File: src/rtl/regfile_bank_pkg.sv
// Shared definitions for the regfile_bank register file: clear-FSM state encoding and the
// byte-merge helper used by both the array write path and the read bypass path.
package regfile_bank_pkg;

    typedef enum logic [1:0] {
        StIdle  = 2'd0,
        StSweep = 2'd1,
        StDone  = 2'd2
    } clr_state_e;

    // Port 1 is applied last, so it wins any byte both ports enable.
    function automatic logic [7:0] merge_byte(
        input logic [7:0] old_b,
        input logic [7:0] b0,
        input logic       en0,
        input logic [7:0] b1,
        input logic       en1
    );
        logic [7:0] res;
        res = old_b;
        if (en0) res = b0;
        if (en1) res = b1;
        return res;
    endfunction

endpackage

File: src/rtl/regfile_rdport.sv
// One combinational read port: address decode, zero-register/range masking and optional
// forwarding of same-cycle writes.
module regfile_rdport
    import regfile_bank_pkg::*;
#(
    parameter int unsigned DATA_W   = 32,
    parameter int unsigned DEPTH    = 32,
    parameter int unsigned AW       = 5,
    parameter int unsigned ZERO_REG = 1,
    parameter int unsigned BYPASS   = 1
) (
    input  logic                  ena_i,
    input  logic [AW-1:0]         raddr_i,
    input  logic [DATA_W-1:0]     mem_i [DEPTH],
    input  logic                  wr0_i,
    input  logic [AW-1:0]         waddr0_i,
    input  logic [DATA_W-1:0]     wdata0_i,
    input  logic [DATA_W/8-1:0]   wbe0_i,
    input  logic                  wr1_i,
    input  logic [AW-1:0]         waddr1_i,
    input  logic [DATA_W/8-1:0]   wbe1_i,
    input  logic [DATA_W-1:0]     wdata1_i,
    output logic [DATA_W-1:0]     rdata_o
);

    localparam int unsigned BE_W = DATA_W / 8;

    logic              hit;
    logic [DATA_W-1:0] stored;
    logic [DATA_W-1:0] merged;

    assign hit    = (32'(raddr_i) < DEPTH) && !((ZERO_REG != 0) && (raddr_i == '0));
    assign stored = mem_i[raddr_i];

    always_comb begin
        merged = stored;
        for (int k = 0; k < BE_W; k++) begin
            merged[8*k +: 8] = merge_byte(stored[8*k +: 8],
                                          wdata0_i[8*k +: 8],
                                          wr0_i && (waddr0_i == raddr_i) && wbe0_i[k],
                                          wdata1_i[8*k +: 8],
                                          wr1_i && (waddr1_i == raddr_i) && wbe1_i[k]);
        end
    end

    always_comb begin
        rdata_o = '0;
        if (ena_i && hit) begin
            rdata_o = (BYPASS != 0) ? merged : stored;
        end
    end

endmodule

File: src/rtl/regfile_bank.sv
// Dual-write, multi-read register file with byte enables, optional read forwarding and a
// sequential clear engine that sweeps one entry per enabled cycle.
module regfile_bank
    import regfile_bank_pkg::*;
#(
    parameter int unsigned DATA_W   = 32,
    parameter int unsigned DEPTH    = 32,
    parameter int unsigned NUM_RD   = 2,
    parameter int unsigned ZERO_REG = 1,
    parameter int unsigned BYPASS   = 1,
    localparam int unsigned AW      = ($clog2(DEPTH) > 0) ? $clog2(DEPTH) : 1,
    localparam int unsigned BE_W    = DATA_W / 8
) (
    input  logic                     clk,
    input  logic                     rst_n,
    input  logic                     ena,
    input  logic                     we0,
    input  logic                     we1,
    input  logic [AW-1:0]            waddr0,
    input  logic [AW-1:0]            waddr1,
    input  logic [DATA_W-1:0]        wdata0,
    input  logic [DATA_W-1:0]        wdata1,
    input  logic [BE_W-1:0]          wbe0,
    input  logic [BE_W-1:0]          wbe1,
    input  logic [NUM_RD*AW-1:0]     raddr,
    output logic [NUM_RD*DATA_W-1:0] rdata,
    input  logic                     clr_req,
    output logic                     busy,
    output logic                     clr_done
);

    clr_state_e        state_q, state_d;
    logic [AW-1:0]     cnt_q, cnt_d;
    logic [DATA_W-1:0] mem_q [DEPTH];
    logic [DATA_W-1:0] mem_d [DEPTH];
    logic              wr0, wr1;

    function automatic logic addr_writable(input logic [AW-1:0] a);
        return (32'(a) < DEPTH) && !((ZERO_REG != 0) && (a == '0));
    endfunction

    assign busy     = (state_q == StSweep);
    assign clr_done = (state_q == StDone);

    // Reset qualifies the strobes so a write coincident with reset is never forwarded either.
    assign wr0 = rst_n && ena && we0 && !busy && addr_writable(waddr0);
    assign wr1 = rst_n && ena && we1 && !busy && addr_writable(waddr1);

    always_comb begin
        state_d = state_q;
        cnt_d   = cnt_q;
        unique case (state_q)
            StIdle: begin
                if (ena && clr_req) begin
                    state_d = StSweep;
                    cnt_d   = '0;
                end
            end
            StSweep: begin
                if (ena) begin
                    if (cnt_q == AW'(DEPTH - 1)) begin
                        state_d = StDone;
                    end else begin
                        cnt_d = cnt_q + 1'b1;
                    end
                end
            end
            StDone: begin
                state_d = StIdle;
                cnt_d   = '0;
            end
            default: begin
                state_d = StIdle;
                cnt_d   = '0;
            end
        endcase
    end

    always_comb begin
        mem_d = mem_q;
        for (int e = 0; e < DEPTH; e++) begin
            for (int k = 0; k < BE_W; k++) begin
                mem_d[e][8*k +: 8] = merge_byte(mem_q[e][8*k +: 8],
                                                wdata0[8*k +: 8],
                                                wr0 && (waddr0 == AW'(e)) && wbe0[k],
                                                wdata1[8*k +: 8],
                                                wr1 && (waddr1 == AW'(e)) && wbe1[k]);
            end
        end
        if (busy && ena) begin
            mem_d[cnt_q] = '0;
        end
        if (!rst_n) begin
            mem_d = '{default: '0};
        end
    end

    always_ff @(posedge clk) begin
        if (!rst_n) begin
            state_q <= StIdle;
            cnt_q   <= '0;
        end else begin
            state_q <= state_d;
            cnt_q   <= cnt_d;
        end
        mem_q <= mem_d;
    end

    for (genvar i = 0; i < NUM_RD; i++) begin : g_rd
        regfile_rdport #(
            .DATA_W   (DATA_W),
            .DEPTH    (DEPTH),
            .AW       (AW),
            .ZERO_REG (ZERO_REG),
            .BYPASS   (BYPASS)
        ) u_rdport (
            .ena_i    (ena),
            .raddr_i  (raddr[i*AW +: AW]),
            .mem_i    (mem_q),
            .wr0_i    (wr0),
            .waddr0_i (waddr0),
            .wdata0_i (wdata0),
            .wbe0_i   (wbe0),
            .wr1_i    (wr1),
            .waddr1_i (waddr1),
            .wbe1_i   (wbe1),
            .wdata1_i (wdata1),
            .rdata_o  (rdata[i*DATA_W +: DATA_W])
        );
    end

endmodule

File: config.mk
export PLATFORM = sky130hd
export DESIGN_NAME = regfile_bank
export DESIGN_NICKNAME = d
export VERILOG_FILES = /design/src/rtl/regfile_bank_pkg.sv /design/src/rtl/regfile_rdport.sv /design/src/rtl/regfile_bank.sv
export SDC_FILE = /design/constraint.sdc
export NUM_CORES = 2
export LEC_CHECK = 0
export BUFFER_PORTS_ARGS = -buffer_cell sky130_fd_sc_hd__buf_2
export CAP_MARGIN = 20
export CORE_MARGIN = 8
export CORE_UTILIZATION = 50
export DETAILED_ROUTE_END_ITERATION = 10
export MAX_ROUTING_LAYER = met4
export PLACE_DENSITY = 0.66
export SLEW_MARGIN = 25
export SYNTH_ARGS = -nofsm -noshare
export SYNTH_HDL_FRONTEND = slang
export SYNTH_SLANG_ARGS = --single-unit
File: constraint.sdc
create_clock -name clk -period 3.2 [get_ports clk]
set_input_delay 0.16 -clock clk [delete_from_list [all_inputs] [get_ports clk]]
set_output_delay 0.16 -clock clk [all_outputs]
set_load 0.03 [all_outputs]
==> results_dict.tcl <==
set metrics [dict create \
    crit_top_cell "buf_4" \
    period_needed_ns 3.28 \
    grt_overflow 0 \
    antenna_found_initial 15 \
    area_growth_syn_to_layout_pct 17.2 \
    ys.flop_type "dfxtp_1" \
    placementRows 130 \
    mostFrequentLayoutCells "mux2i_1 (1,133), dfxtp_1 (1,029), nor2_1 (744), a211oi_1 (710), mux4_2 (539)" \
    cp_max_fo 8 \
    die_x_um 372 \
    grt_pass1_wl_mm 404 \
    tritoncts "yes" \
    final_area_sq_mm 0.0740 \
    grt_max_degree 52 \
    die_area_sq_mm 0.138 \
    finalPower_mw 30.7 \
    tns_ns -0.387 \
    routedWlPerCell_um 34.3 \
    yosysTopAreaCellShare_pct 32.7 \
    rsz0062_at_grt "yes" \
    synth_edf_count 0 \
    violations "setup timing" \
    synthSimpleGateAreaFrac_pct 8.78 \
    p_leak_nw 32.6 \
    drt-pass1-iter-count 9 \
    cp_top_family "buffers and inverters" \
    synthTopCellsByArea "dfxtp_1 (33%), mux4_2 (19%), mux2i_1 (18%)" \
    setup_viol 13 \
    cp.required_ns 3.04 \
    place.gp.congestion 1.07 \
    crit_cells 11 \
    postRouteAntennaNets 0 \
    finalCritPeriodShare_pct 103 \
    grt.total_usage_pct 41.0 \
    port_buffers 163 \
    r2r-start "state_q[1]$_SDFFE_PN0P_" \
    hp-class "in2reg" \
    drtIter0Drc 8597 \
    cts.clk_slew.worst_paths_ns 0.06 \
    endpoint_kind "primary output" \
    ir_drop_mv 0.408 \
    start_util_pct 50.3 \
    synth_compound_area_share_pct 16.3 \
    ys_seq_elements 1031 \
    yosysSeqAreaShare_pct 32.7 \
    synth.distinct_cells 61 \
    slowest_delay_ns 0.34 \
    place_hpwl_mm 197 \
    critPathKind "reg2out" \
    root_buffer "clkbuf_16" \
    postPlaceCellArea_sq_mm 0.0689 \
    slew_violations 0 \
    cts_buffers 114 \
    post-route-drc-count 0 \
    reg2reg_slack_ns 0.06 \
    rr_worst_depth 7 \
    insertion_delay_ns 0.75 \
    startpoint_type "flop" \
    coreArea_sq_mm 0.126 \
    status "finished with violations" \
    synth_top_family_by_area "multiplexers" \
    synthCells 6313 \
    routed_wl_mm 285 \
    worst_pin_slew_ns 1.02 \
    fin_skew_ns 0.0220 \
    yosysTopAreaCell "dfxtp_1" \
    crit_arrival_ns 3.12 \
    synthAdderAreaFrac_pct 0.0990 \
    vias 58987 \
    muxShareOfSynthArea_pct 37.6 \
    cts.sinks 1031 \
    n_fill_cell 10445 \
    reg2reg_to "mem_q[485]$_SDFF_PN0_" \
    post-route-worst-setup-slack_ns -0.0814 \
    power_density_mw_per_mm2 414 \
    startpoint "state_q[1]$_SDFFE_PN0P_" \
    htreeDepth 3 \
    relSlewSlack_pct 31.2 \
    cts_buffer_depth 3 \
    grt_pass1_vias 55196 \
    synth_xor_area_share_pct 0.277 \
    max-cap-violations 0 \
    utilization_pct 59.0 \
    critPathCapture "rdata[18]" \
    async_reset_ff_share_pct 0 \
    ios 164 \
    synthesis.area_sq_mm 0.0632 \
    die_y_um 372 \
    path_cells "nand2b_4, buf_6, o2111ai_4, buf_12, buf_4, nor4_4, buf_4, nand3_1, o21ai_1, buf_4, buf_2" \
    finalHoldViolCount 0 \
    cp_num_buf_inv 6 \
    syn_avg_cell_area_sq_um 10.0 \
    layout_commonest_cell "mux2i_1" \
    cp_slowest_cell "dfxtp_2" \
    syn-num-nets 6416 \
    viasPerCell 7.12 \
    fmax_ghz 0.305 \
    ys_warn_count 0 \
    nets 6627 \
    drive_gt1_share_pct 23.7 \
]
-- kinds of logic (layout without fill, tap and decap cells) --
group / Yosys count / count (layout)
other: 0 / 24
AND/OR/NAND/NOR: 1323 / 1323
XOR/XNOR: 20 / 20
adder cells (fa/ha/maj): 5 / 5
multiplexers: 1700 / 1700
AO/OA/AOI/OAI: 1567 / 1567
buffers and inverters: 667 / 969
flip-flops: 1031 / 1031
-- cell type report --
type                       count  area, sq um  area share, %
multi-input combinational   4615        40600           54.8
clock inverter                39          574          0.776
tap                         1650         2060           2.79
sequential                  1031        20600           27.9
clock buffer                 168         3450           4.66
inverter                      21         78.8          0.106
timing repair buffer         741         6580           8.89
antenna                       24         60.1         0.0811
-- routing by layer --
layer	track usage (%)	up-vias	part of all wire, %
met4	24.7	0	8.1
met3	13.0	1113	14
met5	-	-	0
met2	56.7	4557	41
met1	52.0	28674	37
li1	-	24643	-
-- sequential cells by signal (all words and copies together), names as in the netlist --
name,flops
mem_q,1024
state_q,2
cnt_q,5
-- how the worst min path moves through the flow --
stage                                  from                      end  slack, ns  cells after the start
detailed placement  state_q[1]$_SDFFE_PN0P_  state_q[0]$_SDFFE_PN0P_       0.45                      1
global route                      wdata0[5]    mem_q[805]$_SDFF_PN0_       0.04                      3
finish                                  ena  state_q[0]$_SDFFE_PN0P_       0.04                      4
global placement    state_q[1]$_SDFFE_PN0P_  state_q[0]$_SDFFE_PN0P_       0.44                      1
floorplan                        wdata1[31]     mem_q[31]$_SDFF_PN0_       0.34                      2
CTS                              wdata0[20]    mem_q[116]$_SDFF_PN0_      0.009                      3
-- per-stage QoR --
step	cells	hold WS (ns)	worst slack (ns)
floorplan	6313	0.343	0.244
global placement	7999	0.439	-0.140
detailed placement	7999	0.445	-0.0960
CTS	8258	0.00904	0.00237
global route	8283	0.0361	-0.103
finish	8289	0.0443	-0.0814
-- worst min-delay path, cell delays in order --
cell and delay, ns:
buf_2 0.15, buf_4 0.20, a21oi_1 0.16, nor4bb_1 0.07
-- repair_timing --
item	in CTS	in global routing
setup buffers	12	8
cloned	1	0
endpoints found under the hold margin	280	0
pin swaps	10	10
gates resized for setup	62	70
setup endpoints to repair	67	73
hold buffers	39	0
-- power breakdown --
group          switching [mW]  internal (mW)
clock                    5.87           8.54
sequential             0.0367           12.9
combinational            2.34          0.998
-- synth_stat cells (13+ instances only) --
cell type and number:
buf_4 20, buf_2 64, a211oi_1 710, a22oi_1 23, inv_1 21, clkbuf_1 494, o21ai_0 301, nand2b_1 26
nor2_1 749, a221o_1 14, o21a_1 23, dfxtp_1 1031, o211ai_1 13, mux2_2 26, xnor2_1 20, mux4_2 539
mux2i_1 1135, and2_1 36, nand3_1 25, a32o_1 15, buf_1 65, nand2_1 331, a21oi_1 311, o22ai_1 35
a221oi_1 36, nor3_1 89, o21ai_1 31, nor2b_1 19
Power figures use the tool's default switching activity.
